**config.mk**
```make
export PLATFORM = sky130hd
export DESIGN_NAME = bank_arbiter
export DESIGN_NICKNAME = d
export VERILOG_FILES = /design/src/rtl/bank_arbiter.sv
export SDC_FILE = /design/constraint.sdc
export NUM_CORES = 1
export LEC_CHECK = 0
export BUFFER_PORTS_ARGS = -buffer_cell sky130_fd_sc_hd__buf_2
export CAP_MARGIN = 20
export CORE_MARGIN = 1.5
export CORE_UTILIZATION = 55
export CTS_CLUSTER_SIZE = 40
export DETAILED_ROUTE_END_ITERATION = 12
export MAX_ROUTING_LAYER = met4
export PLACE_DENSITY = 0.82
export SKIP_CTS_REPAIR_TIMING = 1
export SYNTH_ARGS = -nofsm -noshare
export SYNTH_HDL_FRONTEND = slang
export SYNTH_SLANG_ARGS = --single-unit
```
**constraint.sdc**
```tcl
create_clock -name clk -period 7.6 [get_ports clk]
set_input_delay 1.52 -clock clk [delete_from_list [all_inputs] [get_ports clk]]
set_output_delay 1.52 -clock clk [all_outputs]
set_load 0.005 [all_outputs]
```
**src/rtl/bank_arbiter.sv**
```systemverilog
// Round-robin merge of a bank's node packet streams into one buffered stream toward the mesh router.
// Optional feature: define BANK_ARB_DONE_PRIORITY_EN to let CTRL_DONE packets pre-empt round-robin.
package bank_arbiter_pkg;

  localparam int NODES_PER_BANK = 4;

  typedef enum logic [1:0] {
    CTRL_NOP  = 2'd0,
    CTRL_SUM  = 2'd1,
    CTRL_DONE = 2'd2,
    CTRL_CFG  = 2'd3
  } ctrl_t;

  typedef struct packed {
    logic [7:0]  addr;
    ctrl_t       ctrl;
    logic [15:0] data;
  } pkt_t;

endpackage

module bank_arbiter
  import bank_arbiter_pkg::*;
#(
  parameter int NUM_PORTS  = NODES_PER_BANK,
  parameter int FIFO_DEPTH = 4
) (
  input  logic                 clk,
  input  logic                 rst,
  input  logic [NUM_PORTS-1:0] valid_in,
  output logic [NUM_PORTS-1:0] ready_in,
  input  pkt_t                 in_pkt [NUM_PORTS],
  output logic                 valid_out,
  input  logic                 ready_out,
  output pkt_t                 out_pkt
);

  localparam int PW = $clog2(NUM_PORTS);
  localparam int AW = $clog2(FIFO_DEPTH);
  localparam int CW = $clog2(FIFO_DEPTH + 1);

  logic [PW-1:0] rr_ptr_r;
  logic [AW-1:0] wr_ptr_r;
  logic [AW-1:0] rd_ptr_r;
  logic [CW-1:0] count_r;
  pkt_t          mem_r [FIFO_DEPTH];

  logic          found_s;
  logic          done_s;
  logic [PW-1:0] g_s;
  logic [PW:0]   idx_s;
  logic          full_s;
  logic          empty_s;
  logic          push_s;
  logic          pop_s;
  logic [PW-1:0] rr_next_s;

  assign full_s  = (count_r == CW'(FIFO_DEPTH));
  assign empty_s = (count_r == {CW{1'b0}});

  // Grant selection: round-robin scan from rr_ptr, optionally overridden by the lowest DONE requester.
  always_comb begin
    found_s = 1'b0;
    done_s  = 1'b0;
    g_s     = {PW{1'b0}};
    idx_s   = {(PW+1){1'b0}};
    for (int k = 0; k < NUM_PORTS; k++) begin
      idx_s = {1'b0, rr_ptr_r} + (PW+1)'(k);
      if (idx_s >= (PW+1)'(NUM_PORTS)) begin
        idx_s = idx_s - (PW+1)'(NUM_PORTS);
      end else begin
        idx_s = idx_s;
      end
      if (!found_s && valid_in[idx_s[PW-1:0]]) begin
        found_s = 1'b1;
        g_s     = idx_s[PW-1:0];
      end else begin
        found_s = found_s;
      end
    end
`ifdef BANK_ARB_DONE_PRIORITY_EN
    // Descending scan so the lowest-indexed DONE requester wins.
    for (int i = NUM_PORTS - 1; i >= 0; i--) begin
      if (valid_in[i] && (in_pkt[i].ctrl == CTRL_DONE)) begin
        done_s  = 1'b1;
        found_s = 1'b1;
        g_s     = PW'(i);
      end else begin
        done_s  = done_s;
      end
    end
`endif
  end

  // Handshake decode; full gating uses registered count so a pop never frees a slot in the same cycle.
  always_comb begin
    ready_in = {NUM_PORTS{1'b0}};
    push_s   = !rst && !full_s && found_s;
    pop_s    = !rst && !empty_s && ready_out;
    if (push_s) begin
      ready_in[g_s] = 1'b1;
    end else begin
      ready_in = {NUM_PORTS{1'b0}};
    end
    if (g_s == PW'(NUM_PORTS - 1)) begin
      rr_next_s = {PW{1'b0}};
    end else begin
      rr_next_s = g_s + PW'(1);
    end
  end

  // FIFO head presentation; zeroed when empty or in reset.
  always_comb begin
    valid_out = !rst && !empty_s;
    if (valid_out) begin
      out_pkt = mem_r[rd_ptr_r];
    end else begin
      out_pkt = '0;
    end
  end

  // Control state: arbitration pointer, FIFO pointers and occupancy.
  always_ff @(posedge clk) begin
    if (rst) begin
      rr_ptr_r <= {PW{1'b0}};
      wr_ptr_r <= {AW{1'b0}};
      rd_ptr_r <= {AW{1'b0}};
      count_r  <= {CW{1'b0}};
    end else begin
      if (push_s) begin
        wr_ptr_r <= wr_ptr_r + AW'(1);
        if (!done_s) begin
          rr_ptr_r <= rr_next_s;
        end
      end
      if (pop_s) begin
        rd_ptr_r <= rd_ptr_r + AW'(1);
      end
      case ({push_s, pop_s})
        2'b10:   count_r <= count_r + CW'(1);
        2'b01:   count_r <= count_r - CW'(1);
        default: count_r <= count_r;
      endcase
    end
  end

  // Packet storage; contents need no reset since count gates visibility.
  always_ff @(posedge clk) begin
    if (push_s) begin
      mem_r[wr_ptr_r] <= in_pkt[g_s];
    end
  end

endmodule

```
=== Word-level counts from Yosys, hierarchy flattened ===
Memory sizes are Yosys's and may differ from the RTL's. A register that Yosys moved wholly into a read port is not among the register bits.
Cells that the tools add are included.

* Bits in registers: 9
* Bits in writable memories: 104
* Bits of input ports: 111
* Output and inout port bits: 31
* Word-level logic and storage cells: 82
* Memories: 1

{| class="wikitable"
|+ Memories
! name !! depth !! width !! read ports !! clocked after memory_dff !! wr ports !! line !! RTL
|-
| mem_r || 4 || 26 || 1 || 1 || 1 || 46 || <nowiki>pkt_t mem_r [FIFO_DEPTH];</nowiki>
|}

* Add/sub/neg operators: 12
* $lt $le $gt $ge: 11
* Eq/ne operators: 4
* Multiplexer cells: 33
* Bitwise operators: 1
* Reductions and logical operators: 16

{| class="wikitable"
|+ Operators by type and width
! operator !! count
|-
| 26-bit 2-to-1 mux || 3
|-
| 26-bit binary-select mux with 2-bit select || 1
|-
| 2-bit 2-to-1 mux || 11
|-
| 2-bit by 3-bit less-than comparator with 1-bit output, second input constant || 5
|-
| 3-bit greater-or-equal comparator, second input constant || 4
|-
| 1-bit 2-to-1 mux || 11
|-
| 1-bit binary-select mux with 2-bit select || 4
|-
| 1-bit logical AND || 8
|-
| 2-bit by 1-bit subtractor with 2-bit output, second input constant || 4
|-
| 2-bit by 1-bit adder with 2-bit output, second input constant || 3
|-
| 2-bit by 2-bit adder with 3-bit output, second input constant || 2
|-
| 1-bit logical NOT || 6
|-
| 3-bit one-hot mux with 2 select lines || 1
|-
| 2-bit equality test, second input constant || 2
|-
| 4-bit 2-to-1 mux || 1
|-
| 2-bit by 1-bit adder with 3-bit output, second input constant || 1
|-
| 3-bit by 1-bit adder with 3-bit output, second input constant || 1
|-
| 3-bit equality test, second input constant || 1
|-
| 2-bit by 3-bit greater-or-equal comparator with 1-bit output, second input constant || 1
|-
| 3-bit logical NOT || 1
|-
| 2-bit inverter with 3-bit output || 1
|-
| 3-bit by 1-bit subtractor with 3-bit output, second input constant || 1
|-
| 1-bit demux with 2-bit select || 1
|-
| 2-bit by 1-bit equality test with 1-bit output, second input constant || 1
|-
| 2 further kinds || 2
|}

=== Depth between registers and ports, before layout ===
* Depth after elaboration: 19
* Gate-level depth with buffers: 10
* Gate-level depth less buffers: 9

=== Worst setup path after synthesis ===
OpenSTA, ideal clock, no wires.

* Path type: input to output
* Start point: input valid_in[2]
* End point: output ready_in[0]
* Data arrival time: 2.785 ns
* Data required time: 6.080 ns
* Slack: 3.295 ns
* Cell stages on the path: 8
* Buffers on the path: 1
* Path through: nor2b_1 > nor3_1 > a21oi_2 > nor2_8 > buf_2 > inv_2 > ha_1 > and2_1

* Cells in the longest elaborated chain, start to end: 17
* Elaborated cells between the ends (all ways): 29
* Those cells by class: order compare (2); mux (19); reduce/logical (8)

{| class="wikitable"
|+ Ends and longest elaborated chain
! item !! line !! RTL
|-
| start, declared || 30 || <nowiki>input logic [NUM_PORTS-1:0] valid_in,</nowiki>
|-
| 1-bit binary-select mux with 2-bit select || 74 || <nowiki>if (!found_s && valid_in[idx_s[PW-1:0]]) begin</nowiki>
|-
| 1-bit 2-to-1 mux (implied by the code) || 74 ||
|-
| 1-bit 2-to-1 mux || 74 ||
|-
| 1-bit logical NOT || 74 ||
|-
| 1-bit logical AND || 74 ||
|-
| 1-bit 2-to-1 mux || 74 ||
|-
| 1-bit logical NOT || 74 ||
|-
| 1-bit logical AND || 74 ||
|-
| 1-bit 2-to-1 mux || 74 ||
|-
| 1-bit logical NOT || 74 ||
|-
| 1-bit logical AND || 74 ||
|-
| 2-bit 2-to-1 mux || 74 ||
|-
| 2-bit by 3-bit less-than comparator with 1-bit output (implied by the code) or 2-bit by 1-bit greater-or-equal comparator with 1-bit output (tied branches) || 101 || <nowiki>ready_in[g_s] = 1'b1;</nowiki>
|-
| 1-bit logical AND (implied by the code) || 101 ||
|-
| 1-bit 2-to-1 mux (implied by the code) || 101 ||
|-
| 1-bit demux with 2-bit select || 101 ||
|-
| 4-bit 2-to-1 mux * || 100 || <nowiki>if (push_s) begin</nowiki>
|-
| end, declared || 31 || <nowiki>output logic [NUM_PORTS-1:0] ready_in,</nowiki>
|}

Mark *: on every way between the ends. The rest lies on a longest branch, timed or not. The select of a mux whose other input is x is not followed.

=== Final worst setup path ===
* Start point: input valid_in[2]
* End point: output ready_in[1]

Same word-level chain as after synthesis.

==> results.md <==
STA:
- The number of hold violations in the final report was 0.
- The measured slew at the worst slew-check pin is 1.05 ns.
- The maximum clock rate is 199 MHz.
- The final count of pins violating max slew is 0.
- Setup repair after global routing left no endpoint under its margin.
- In the finished design, the share of the clock period the worst path needs comes to 66.3%.
- The final setup violation count is 0.
- The setup clock skew after layout is 0.0112 ns.
- The worst slew margin relative to its limit is 29.8%.
- After layout, the minimum clock period comes to 5.04 ns.
- On the final layout, the worst hold slack is 0.544 ns.
- The summed negative setup slack over all endpoints is 0 ns.

Routing:
- The DRC violations left is 0.
- Dividing the detail-routed wire length by the instance count gives 17.5 um.
- Detailed routing inserted a total of 3354 vias.
- The detail-routed via count per cell is 5.32.
- The first-iteration detailed-routing DRC count is 140.
- The first detailed-routing pass took 4 iterations.
- Once detail routing completed, the nets flagged for antenna violations numbered 0.
- The detailed-route wire length is 11000 um.

Cells and area:
- In the final layout, flip-flops and latches occupy 3340 um2.
- Once layout is done, the placed cells without fillers occupy 6880 um2.
- The share of final-layout standard cells stronger than drive strength 1 is 41.6%.
- The area of combinational cells with multiple inputs is 2030 um2.
- The layout-stage area growth over the synthesis result is 24.3%.
- The repair_antennas step left the layout with diodes totalling 0.
- The final-layout fill cell count is 643.
- The post-layout net count is 606.

Global routing:
- The number of global-route vias before repair is 3369.
- Entering global routing, the biggest net connects 56 pins.
- The first global-routing pass estimated 16800 um of wire.
- The number of antenna violations at the first check in global routing is 0.
- The total overflow left after global routing is 0.
- Across every metal layer, demand over resource in global routing totals 22.7%.

Logic synthesis:
- The synthesized design spends more area on one cell type than any other, namely edfxtp_1.
- During synthesis, Yosys emitted a total of 0 warnings.
- The cell area that synthesis handed to floorplanning was 5540 um2.
- The post-synthesis sequential element count is 115.
- Counting flops with a built-in enable in the synthesized netlist gives 104.
- The synthesized netlist net count is 461.
- For this run, asynchronously set or reset flops after synthesis account for 0%.
- The most common cell in the netlist is edfxtp_1.
- Summing the sequential cell areas from Yosys gives 60.4% of the chip area.
- The number of instances in the synthesized netlist is 340.
- The netlist uses 37 different library cells.
- The most used flip-flop cell after synthesis is edfxtp_1.
- The average instance area after synthesis is 16.3 um2.
- In the synthesized netlist, the cells that appear most often are edfxtp_1, mux2i_1, and2_1.
- Summed over its instances, the top area cell type makes up 56.4% of the synthesized netlist area.
- Yosys attributes the largest share of cell area to edfxtp_1, mux2i_1, mux4_2.

Placement:
- During placement, the flow inserted port buffers numbering 141.
- The half-perimeter wire length after detailed placement is 7040 um.
- At the end of routability-driven placement, the weighted congestion stood at 0.744.
- The area after detailed placement is 6320 um2.

Setup path:
- Data arrives at the worst endpoint at 3.52 ns.
- The worst setup path is of the in -> out kind.
- The endpoint type of the worst setup path is an output pin.
- Along the worst path, the maximum fanout reaches 55.
- The nature of the critical path startpoint is an input pin.
- For the worst setup path, the data required time is 6.08 ns.

Clocking:
- The root cell of the clock tree is clkbuf_8.
- The clock net sink count is 115.
- After clock tree synthesis, the clock-pin slew on the worst setup and hold paths is 0.05 ns.
- The later pin in the worst-skew pair is clocked with a latency of 0.50 ns.
- In this run, CTS created clock tree buffers numbering 17.
- The number of buffers on the longest clock path is 2.
- CTS built an H-tree with a depth of 4.
- The CTS tree is built.

Floorplan:
- The die covers 10700 um2.
- The die height is 103 um.
- For this configuration, the core starts out at a cell density of 56.6%.
- In this run the core area contains 36 standard-cell rows.
- The x dimension of the die is 103 um.
- The total area inside the core boundary comes to 9770 um2.
- The I/O pin count is 142.

Power:
- The analysis attributes to cell leakage a power of 2.74 nW.
- The power per standard cell area is 327 nW/um2.
- The net switching power is 0.620 mW.
- VDD sags by at most 0.000193 V.
- The switching portion of total power is 27.6%.
- The internal power of the cells is 1.63 mW.
- The share of power burned in combinational logic is 25.9%.
- The clock network burns 33.2% of the power.
- Registers are responsible for 40.9% of the overall power.

Min path:
- The worst min-delay path class is reg -> reg.

Run:
- The tool flagged a number of max-cap violations equal to 0.

Status:
- The run finished with clean final reports.
sequential cells by signal, indices dropped and copies added, names as in the netlist, named ones only:
signal and cells:
wr_ptr_r 2, rd_ptr_r 2, rr_ptr_r 2, count_r 3
mem_r 104
cells in the final DEF (no fill, tap or decap), drive strengths merged, types with 4 or more instances in the layout:
cell      n
a21oi     6
dfxtp    11
o21ai     4
ha        9
nor2     11
clkbuf   18
mux2i    78
buf     146
mux4     26
clkinv    8
and2     35
edfxtp  104
inv       9
cells by family after synthesis:
logic type / Yosys count / synth area share [%]
buffers and inverters: 29 / 3.12
adders and majority gates: 10 / 2.40
and+or+nand+nor: 62 / 6.74
AOI/OAI and AO/OA: 15 / 1.88
DFF: 115 / 60.4
xor gates and xnor gates: 5 / 0.791
muxes: 104 / 24.7
power by group through the flow:
stage	logic (mW)	registers [mW]	clock network [mW]
2_1_floorplan	0.474	0.898	0
3_3_place_gp	0.558	0.920	0
3_5_place_dp	0.588	0.930	0
4_1_cts	0.593	0.921	0.755
5_1_grt	0.645	0.931	0.783
6_report	0.583	0.920	0.746
per-stage QoR:
step / cells / util, % / setup WS (ns) / power, mW
floorplan: 340 / - / 3.30 / 1.37
global placement: 599 / 64.7 / 2.73 / 1.48
detailed placement: 599 / 64.7 / 2.54 / 1.52
CTS: 630 / 70.4 / 2.53 / 2.27
global route: 630 / 70.4 / 2.36 / 2.36
finish: 630 / 70.4 / 2.56 / 2.25
worst paths after layout:
check	startpoint	endpoint	depth (start not counted)	slack (ns)
max	valid_in[2]	ready_in[1]	8	2.56
min	count_r[1]$_SDFFE_PP0P_	count_r[1]$_SDFFE_PP0P_	2	0.54
max reg2reg	count_r[2]$_SDFFE_PP0P_	count_r[2]$_SDFFE_PP0P_	9	4.78
min reg2reg	count_r[1]$_SDFFE_PP0P_	count_r[1]$_SDFFE_PP0P_	2	0.54
worst max-delay path, stage by stage:
cell,delay (ns)
buf_2,0.13
nor2b_1,0.22
a21boi_1,0.24
o32a_4,0.77
inv_1,0.15
ha_1,0.23
and2_1,0.13
buf_2,0.12
metal layers:
layer | vias up | share of wire [%] | global-route usage (%)
met3 | 6 | 5.2 | 5.85
li1 | 1595 | - | -
met5 | - | 0 | -
met1 | 1640 | 39 | 25.8
met4 | 0 | 0.56 | 7.90
met2 | 113 | 55 | 39.3
area by class of cell:
cell class | instances | area share [%]
Sequential cell | 115 | 48.6
Multi-Input combinational cell | 196 | 29.5
Timing Repair Buffer | 146 | 10.8
Clock buffer | 18 | 6.07
Tap cell | 133 | 2.42
Clock inverter | 13 | 2.07
Inverter | 9 | 0.491
No activity file was read; power rests on OpenSTA's default activity.
